`src/rtl/udp_rx_parser_if.sv`:
```
// Signal bundle between the receive buffer, the UDP parser and its payload consumer.
// master = parser side; slave = buffer/consumer environment side.
interface udp_rx_parser_if;
    logic [31:0] buf_data;
    logic        buf_data_av;
    logic        buf_rd_en;
    logic [15:0] hdr_src_port;
    logic [15:0] hdr_dst_port;
    logic [15:0] hdr_length;
    logic [15:0] hdr_checksum;
    logic        hdr_valid;
    logic        hdr_error;
    logic [31:0] pay_data;
    logic [3:0]  pay_keep;
    logic        pay_valid;
    logic        pay_last;
    logic        pay_ready;
    logic [15:0] csum;
    logic        csum_valid;

    modport master (
        input  buf_data, buf_data_av, pay_ready,
        output buf_rd_en, hdr_src_port, hdr_dst_port, hdr_length, hdr_checksum,
               hdr_valid, hdr_error, pay_data, pay_keep, pay_valid, pay_last,
               csum, csum_valid
    );

    modport slave (
        output buf_data, buf_data_av, pay_ready,
        input  buf_rd_en, hdr_src_port, hdr_dst_port, hdr_length, hdr_checksum,
               hdr_valid, hdr_error, pay_data, pay_keep, pay_valid, pay_last,
               csum, csum_valid
    );
endinterface

```
`src/rtl/udp_rx_parser.sv`:
```
// Pops words from the receive buffer, decodes the 8-byte UDP header, streams the
// payload with keep/last and accumulates the one's-complement sum of header + payload.
module udp_rx_parser #(
    parameter int HDR_WORDS = 2
) (
    input  logic         clk,
    input  logic         reset,
    udp_rx_parser_if.master bus
);

    localparam logic [1:0]  S_HDR0    = 2'd0;
    localparam logic [1:0]  S_HDR1    = 2'd1;
    localparam logic [1:0]  S_PAY     = 2'd2;
    localparam logic [15:0] HDR_BYTES = 16'(HDR_WORDS * 4);

    function automatic logic [15:0] csum_add(input logic [15:0] a, input logic [15:0] b);
        logic [16:0] s;
        s = {1'b0, a} + {1'b0, b};
        return s[15:0] + {15'd0, s[16]};
    endfunction

    function automatic logic [3:0] tail_keep(input logic [2:0] rem);
        case (rem)
            3'd1:    return 4'b1000;
            3'd2:    return 4'b1100;
            3'd3:    return 4'b1110;
            default: return 4'b1111;
        endcase
    endfunction

    function automatic logic [31:0] mask_bytes(input logic [31:0] w, input logic [3:0] keep);
        logic [31:0] m;
        for (int i = 0; i < 4; i++) begin
            m[8*i +: 8] = keep[i] ? w[8*i +: 8] : 8'h00;
        end
        return m;
    endfunction

    logic [1:0]  state_q, state_d;
    logic        inflight_q;
    logic [15:0] src_q, src_d, dst_q, dst_d, len_q, len_d, chk_q, chk_d;
    logic        hdr_valid_q, hdr_valid_d, hdr_error_q, hdr_error_d;
    logic [15:0] rem_q, rem_d;
    logic [31:0] pay_data_q, pay_data_d;
    logic [3:0]  pay_keep_q, pay_keep_d;
    logic        pay_valid_q, pay_valid_d, pay_last_q, pay_last_d;
    logic [15:0] acc_q, acc_d, csum_q, csum_d;
    logic        csum_valid_q, csum_valid_d;

    logic        wants_data, rd_en, pay_hs, last_word;
    logic [3:0]  word_keep;
    logic [31:0] word_masked;

    // A payload read is only issued while the output register is free or draining
    // a non-last word, so at most one word is ever waiting behind the register.
    assign wants_data  = (state_q != S_PAY) || (rem_q != 16'd0);
    assign rd_en       = bus.buf_data_av && !inflight_q && wants_data &&
                         ((state_q != S_PAY) || !pay_valid_q || (bus.pay_ready && !pay_last_q));
    assign pay_hs      = pay_valid_q && bus.pay_ready;
    assign last_word   = (rem_q <= 16'd4);
    assign word_keep   = last_word ? tail_keep(rem_q[2:0]) : 4'b1111;
    assign word_masked = mask_bytes(bus.buf_data, word_keep);

    always_comb begin
        state_d      = state_q;
        src_d        = src_q;
        dst_d        = dst_q;
        len_d        = len_q;
        chk_d        = chk_q;
        hdr_valid_d  = 1'b0;
        hdr_error_d  = 1'b0;
        rem_d        = rem_q;
        pay_data_d   = pay_data_q;
        pay_keep_d   = pay_keep_q;
        pay_valid_d  = pay_valid_q;
        pay_last_d   = pay_last_q;
        acc_d        = acc_q;
        csum_d       = csum_q;
        csum_valid_d = 1'b0;

        if (pay_hs) pay_valid_d = 1'b0;

        case (state_q)
            S_HDR0: begin
                if (inflight_q) begin
                    src_d   = bus.buf_data[31:16];
                    dst_d   = bus.buf_data[15:0];
                    acc_d   = csum_add(bus.buf_data[31:16], bus.buf_data[15:0]);
                    state_d = S_HDR1;
                end
            end
            S_HDR1: begin
                if (inflight_q) begin
                    len_d       = bus.buf_data[31:16];
                    chk_d       = bus.buf_data[15:0];
                    acc_d       = csum_add(csum_add(acc_q, bus.buf_data[31:16]), bus.buf_data[15:0]);
                    hdr_valid_d = 1'b1;
                    if (bus.buf_data[31:16] < HDR_BYTES) begin
                        hdr_error_d = 1'b1;
                        state_d     = S_HDR0;
                    end else if (bus.buf_data[31:16] == HDR_BYTES) begin
                        csum_valid_d = 1'b1;
                        csum_d       = acc_d;
                        state_d      = S_HDR0;
                    end else begin
                        rem_d   = bus.buf_data[31:16] - HDR_BYTES;
                        state_d = S_PAY;
                    end
                end
            end
            S_PAY: begin
                if (inflight_q) begin
                    pay_data_d  = word_masked;
                    pay_keep_d  = word_keep;
                    pay_valid_d = 1'b1;
                    pay_last_d  = last_word;
                    rem_d       = last_word ? 16'd0 : rem_q - 16'd4;
                    acc_d       = csum_add(csum_add(acc_q, word_masked[31:16]), word_masked[15:0]);
                end
                if (pay_hs && pay_last_q) begin
                    pay_last_d   = 1'b0;
                    csum_valid_d = 1'b1;
                    csum_d       = acc_q;
                    state_d      = S_HDR0;
                end
            end
            default: state_d = S_HDR0;
        endcase
    end

    always_ff @(posedge clk) begin
        if (reset) begin
            state_q      <= S_HDR0;
            inflight_q   <= 1'b0;
            src_q        <= 16'd0;
            dst_q        <= 16'd0;
            len_q        <= 16'd0;
            chk_q        <= 16'd0;
            hdr_valid_q  <= 1'b0;
            hdr_error_q  <= 1'b0;
            rem_q        <= 16'd0;
            pay_data_q   <= 32'd0;
            pay_keep_q   <= 4'd0;
            pay_valid_q  <= 1'b0;
            pay_last_q   <= 1'b0;
            acc_q        <= 16'd0;
            csum_q       <= 16'd0;
            csum_valid_q <= 1'b0;
        end else begin
            state_q      <= state_d;
            inflight_q   <= rd_en;
            src_q        <= src_d;
            dst_q        <= dst_d;
            len_q        <= len_d;
            chk_q        <= chk_d;
            hdr_valid_q  <= hdr_valid_d;
            hdr_error_q  <= hdr_error_d;
            rem_q        <= rem_d;
            pay_data_q   <= pay_data_d;
            pay_keep_q   <= pay_keep_d;
            pay_valid_q  <= pay_valid_d;
            pay_last_q   <= pay_last_d;
            acc_q        <= acc_d;
            csum_q       <= csum_d;
            csum_valid_q <= csum_valid_d;
        end
    end

    assign bus.buf_rd_en    = rd_en;
    assign bus.hdr_src_port = src_q;
    assign bus.hdr_dst_port = dst_q;
    assign bus.hdr_length   = len_q;
    assign bus.hdr_checksum = chk_q;
    assign bus.hdr_valid    = hdr_valid_q;
    assign bus.hdr_error    = hdr_error_q;
    assign bus.pay_data     = pay_data_q;
    assign bus.pay_keep     = pay_keep_q;
    assign bus.pay_valid    = pay_valid_q;
    assign bus.pay_last     = pay_last_q;
    assign bus.csum         = csum_q;
    assign bus.csum_valid   = csum_valid_q;

endmodule
```
`src/flat_wrapper.sv`:
```
// flat-port wrapper written by rule: the top's interface ports become plain ports
module udp_rx_parser_flat 
#(
    parameter int HDR_WORDS = 2
)
  (clk, reset, bus_buf_data, bus_buf_data_av, bus_pay_ready, bus_buf_rd_en, bus_hdr_src_port, bus_hdr_dst_port, bus_hdr_length, bus_hdr_checksum, bus_hdr_valid, bus_hdr_error, bus_pay_data, bus_pay_keep, bus_pay_valid, bus_pay_last, bus_csum, bus_csum_valid);
  udp_rx_parser_if bus_i ();
  input  logic clk;
  input  logic reset;
  input wire logic [$bits(bus_i.buf_data)-1:0] bus_buf_data;
  input wire logic [$bits(bus_i.buf_data_av)-1:0] bus_buf_data_av;
  input wire logic [$bits(bus_i.pay_ready)-1:0] bus_pay_ready;
  output wire logic [$bits(bus_i.buf_rd_en)-1:0] bus_buf_rd_en;
  output wire logic [$bits(bus_i.hdr_src_port)-1:0] bus_hdr_src_port;
  output wire logic [$bits(bus_i.hdr_dst_port)-1:0] bus_hdr_dst_port;
  output wire logic [$bits(bus_i.hdr_length)-1:0] bus_hdr_length;
  output wire logic [$bits(bus_i.hdr_checksum)-1:0] bus_hdr_checksum;
  output wire logic [$bits(bus_i.hdr_valid)-1:0] bus_hdr_valid;
  output wire logic [$bits(bus_i.hdr_error)-1:0] bus_hdr_error;
  output wire logic [$bits(bus_i.pay_data)-1:0] bus_pay_data;
  output wire logic [$bits(bus_i.pay_keep)-1:0] bus_pay_keep;
  output wire logic [$bits(bus_i.pay_valid)-1:0] bus_pay_valid;
  output wire logic [$bits(bus_i.pay_last)-1:0] bus_pay_last;
  output wire logic [$bits(bus_i.csum)-1:0] bus_csum;
  output wire logic [$bits(bus_i.csum_valid)-1:0] bus_csum_valid;
  assign bus_i.buf_data = bus_buf_data;
  assign bus_i.buf_data_av = bus_buf_data_av;
  assign bus_i.pay_ready = bus_pay_ready;
  assign bus_buf_rd_en = bus_i.buf_rd_en;
  assign bus_hdr_src_port = bus_i.hdr_src_port;
  assign bus_hdr_dst_port = bus_i.hdr_dst_port;
  assign bus_hdr_length = bus_i.hdr_length;
  assign bus_hdr_checksum = bus_i.hdr_checksum;
  assign bus_hdr_valid = bus_i.hdr_valid;
  assign bus_hdr_error = bus_i.hdr_error;
  assign bus_pay_data = bus_i.pay_data;
  assign bus_pay_keep = bus_i.pay_keep;
  assign bus_pay_valid = bus_i.pay_valid;
  assign bus_pay_last = bus_i.pay_last;
  assign bus_csum = bus_i.csum;
  assign bus_csum_valid = bus_i.csum_valid;
  udp_rx_parser #(.HDR_WORDS(HDR_WORDS)) u_core (.clk(clk), .reset(reset), .bus(bus_i));
endmodule
```
`config.mk`:
```
export PLATFORM = sky130hd
export DESIGN_NAME = udp_rx_parser_flat
export DESIGN_NICKNAME = d
export VERILOG_FILES = /design/src/rtl/udp_rx_parser_if.sv /design/src/rtl/udp_rx_parser.sv /design/src/flat_wrapper.sv
export SDC_FILE = /design/constraint.sdc
export NUM_CORES = 1
export LEC_CHECK = 0
export BUFFER_PORTS_ARGS = -buffer_cell sky130_fd_sc_hd__buf_2
export CORE_MARGIN = 2
export CORE_UTILIZATION = 45
export DETAILED_ROUTE_END_ITERATION = 16
export GPL_ROUTABILITY_DRIVEN = 0
export GPL_TIMING_DRIVEN = 1
export HOLD_SLACK_MARGIN = 0.05
export PLACE_DENSITY = 0.67
export SYNTH_ARGS = -nofsm -noshare
export SYNTH_HDL_FRONTEND = slang
export SYNTH_SLANG_ARGS = --single-unit
```
`constraint.sdc`:
```
create_clock -name clk -period 23.6 [get_ports clk]
set_clock_uncertainty 0.1 [all_clocks]
set_input_delay 3.54 -clock clk [delete_from_list [all_inputs] [get_ports clk]]
set_output_delay 3.54 -clock clk [all_outputs]
set_load 0.005 [all_outputs]
```
==> impl_results.md <==
- Number of diodes: 0
- DP HPWL: 31420 um
- Crit path required time: roughly 24000 ps
- Leading area contributor after synthesis: dfxtp_1
- PwrDens: 85.98 nW/um^2
- Clk buf depth: 2
- Slew headroom: 19.89%
- Cells after Synth: 1607
- Die ar.: around 29000 sq um
- Post-route insts no fill: between 2000 and 2500
- Via count: 12630
- Hold_sp: u_core.bus.hdr_src_port[6]
- First-pass DRT Iterations: 6
- Yosys cell types: 94
- Ys Warns: 0
- DIE WIDTH: 169.3 um
- Most used cell, CP: ha_1
- Crit path DAT: 10660 ps
- Combinational power share: between 50% and 60%
- Tmin final: 10420 ps
- DRT iter0 DRCs: 1327
- Fillers: 2643
- Crit share post-route: 44.16%
- Total gr overflow: 0
- Crit start category: input pin
- Max Slew Vio Count: 0
- Final setup violation count: 0
- Post-route DRC: 0
- P_int: 648.7 uW
- CTS Buf Count: 17
- Setup TNS: 0 ps
- Max_cap viols: 0
- Htree depth: 4
- Largest net degree at the start of global routing: 88
- Clk slew on worst S/H paths: approximately 80 ps
- Tot GR Track Use: between 20 and 30%
- Net Switching: 534.4 uW
- Syn_area_per_cell: 7.648 sq um
- Global Route met1 Usage: 41.58%
- Sequential share of power: 24.6%
- Synth async-reset ratio: 0%
- Area growth, synth to finish: 11.95%
- Slew @ Worst Pin: 1199 ps
- FMAX: approximately 0.096 GHz
- Core ar.: 26880 sq um
- Worst vdd ir: roughly 39 uV
- Synthesized cell area: approximately 12000 sq um
- Post-synth EDFFs: 0
- WS Path Type: input pin to flip-flop
- Top FF cell, synth: dfxtp_1
- Row cnt: 60
- Later-pin clock latency in the skew report: between 400 and 500 ps
- Initial antenna violation count: 2
- Avg WL per Cell: 20.68 um
- Slowest CP cell: a311oi_2
- Switching share of total power: 45.17%
- P_leak: around 0.0057 uW
- # clock sinks: 156
- CP Capture Type: flip-flop
- Ranking of synthesized cells by area: dfxtp_1, ha_1, nand2_1, a21oi_1, xnor2_1
- Proportion of layout cells with a drive suffix above 1: 13.94%
- WL final: around 43000 um
- CTS tree: done
- Tightest Hold Check Type: flip-flop to flip-flop
- Status: finished, final reports clean
- CTS Hold Bufs: 0
- Hold Crit Endpoint: u_core.bus.hdr_src_port[6]
- Register-to-Register Path Depth: 36
- Top-area cell type share of the netlist area: 25.41%
- Met3 Usage GRT: under 10%
- Post-route antenna net violation count: 0
- Mapped Nets: 1739
- Clk pwr share: 23.3%
- Vias in the first global route: about 12000
- RSZ-0062 raised after global routing: no
- Register area share after synthesis: 25.41%
- Post-CTS Setup Inserts: 0
- R2r startpoint: u_core.rem_q[10]
- R2R Setup Slk: 14480 ps
- Via density per instance: approximately 6.1
- Inst Count DP: 2031
- Final hold violations: 0
- Number of synthesized register bits: 156
- First-pass GRT wire length: ~65000 um
- Slowest stage delay, CP: about 520 ps
- I/O Buffers: 157
- WHS Path Cells: 2
- GRT busiest layer: met2
- Die height: roughly 170 um
- IO Pins: 158
- CP Max Fanout: 11
- Root Buffer Master: clkbuf_16
- Met2 Use GR: between 40 and 50%
- Initial Utilization: 45.73%
- Capturing point of the worst reg2reg path: u_core.acc_q[15]
- Final #Nets: 1841
- Cts repair resizes: 0
cells in the mapped netlist, drive strengths merged (21+ instances only):
| library cell | number |
|---|---|
| a21o | 29 |
| a21oi | 181 |
| and2 | 38 |
| clkbuf | 65 |
| dfxtp | 156 |
| ha | 91 |
| inv | 41 |
| nand2 | 271 |
| nand3 | 47 |
| nor2 | 108 |
| nor3 | 35 |
| o211ai | 21 |
| o21ai | 65 |
| xnor2 | 84 |
| xor2 | 41 |
power groups by stage:
stage	Clock, uW	Sequential, uW	Combinational, uW
after floorplan	0	293	448
after global routing	286	292	666
after detailed placement	0	296	597
after global placement	0	296	591
after CTS	276	290	601
final	275	291	617
critical path: cells and delay by family:
| kind | cells | cell delay (ps) |
|---|---|---|
| simple gates | 12 | 2680 |
| xor+xnor | 2 | 300 |
| buf+inv | 1 | 190 |
| compound gates | 12 | 2620 |
| fa+ha+maj | 5 | 1320 |
cell families after synthesis:
logic type      Yosys count  share of synthesized area (%)
simple gates            639                          25.24
compound gates          454                          24.59
flops                   156                          25.41
xor+xnor                126                          9.152
buf+inv                 123                          4.479
fa+ha+maj                96                          10.08
mux                      13                          1.059
worst max-delay path by stage:
| stage | startpoint | to | slack (ps) | cells after the start |
|---|---|---|---|---|
| finish | bus_buf_data[16] | u_core.acc_q[15] | 13180 | 32 |
| global route | bus_buf_data[16] | u_core.acc_q[14] | 12560 | 32 |
| CTS | bus_buf_data[16] | u_core.acc_q[15] | 13310 | 32 |
| detailed placement | bus_buf_data[16] | u_core.acc_q[15] | 12880 | 32 |
| global placement | bus_buf_data[16] | u_core.acc_q[12] | 13200 | 32 |
| floorplan | bus_buf_data[16] | u_core.acc_q[15] | 13970 | 32 |
cell type report:
class                      count  area [sq um]  share of cell area [%]
sequential                   156          3123                   22.70
timing repair buffer         164         840.8                   6.111
multi-input combinational   1328          8627                   62.70
tap                          341         426.7                   3.101
clock buffer                  18         429.2                   3.119
inverter                      42         157.7                   1.146
clock inverter                14         155.1                   1.128
layout by cell type (no fill, tap or decap), types with 19 or more instances in the layout:
master    count
nand2_1     271
a21oi_1     178
buf_2       156
dfxtp_1     156
nor2_1      105
ha_1         90
xnor2_1      83
o21ai_0      55
nand3_1      47
inv_1        41
xor2_1       41
and2_1       36
nor3_1       33
a21o_1       28
o211ai_1     20
nand2b_1     19
metrics by stage:
stage	area (sq um)	setup slack, ps	hold slack, ps	utilization, %	total power (uW)
6_report	13760	13180	352.1	51.20	1183
5_1_grt	13760	12560	366.8	51.20	1244
4_1_cts	13760	13310	353.7	51.20	1168
3_5_place_dp	13180	12880	343.8	49.02	892.7
3_3_place_gp	13180	13200	337.0	49.02	887.3
2_1_floorplan	12290	13970	336.0	-	741.0
sequential cells by signal (all words and copies together) (netlist names):
signal,cells
u_core.acc_q,16
u_core.bus.csum,16
u_core.bus.csum_valid,1
u_core.bus.hdr_checksum,16
u_core.bus.hdr_dst_port,16
u_core.bus.hdr_error,1
u_core.bus.hdr_length,16
u_core.bus.hdr_src_port,16
u_core.bus.hdr_valid,1
u_core.bus.pay_data,32
u_core.bus.pay_keep,4
u_core.bus.pay_last,1
u_core.bus.pay_valid,1
u_core.inflight_q,1
u_core.rem_q,16
u_core.state_q,2
layer usage:
metal | share of wire, % | vias to the layer above | wire (um)
met5 | 0 | - | 0
met4 | 3.1 | 0 | 1302
met3 | 8.2 | 78 | 3514
met2 | 44 | 551 | 18730
met1 | 45 | 5996 | 19120
li1 | - | 6001 | -
No activity file was read; power rests on OpenSTA's default activity.
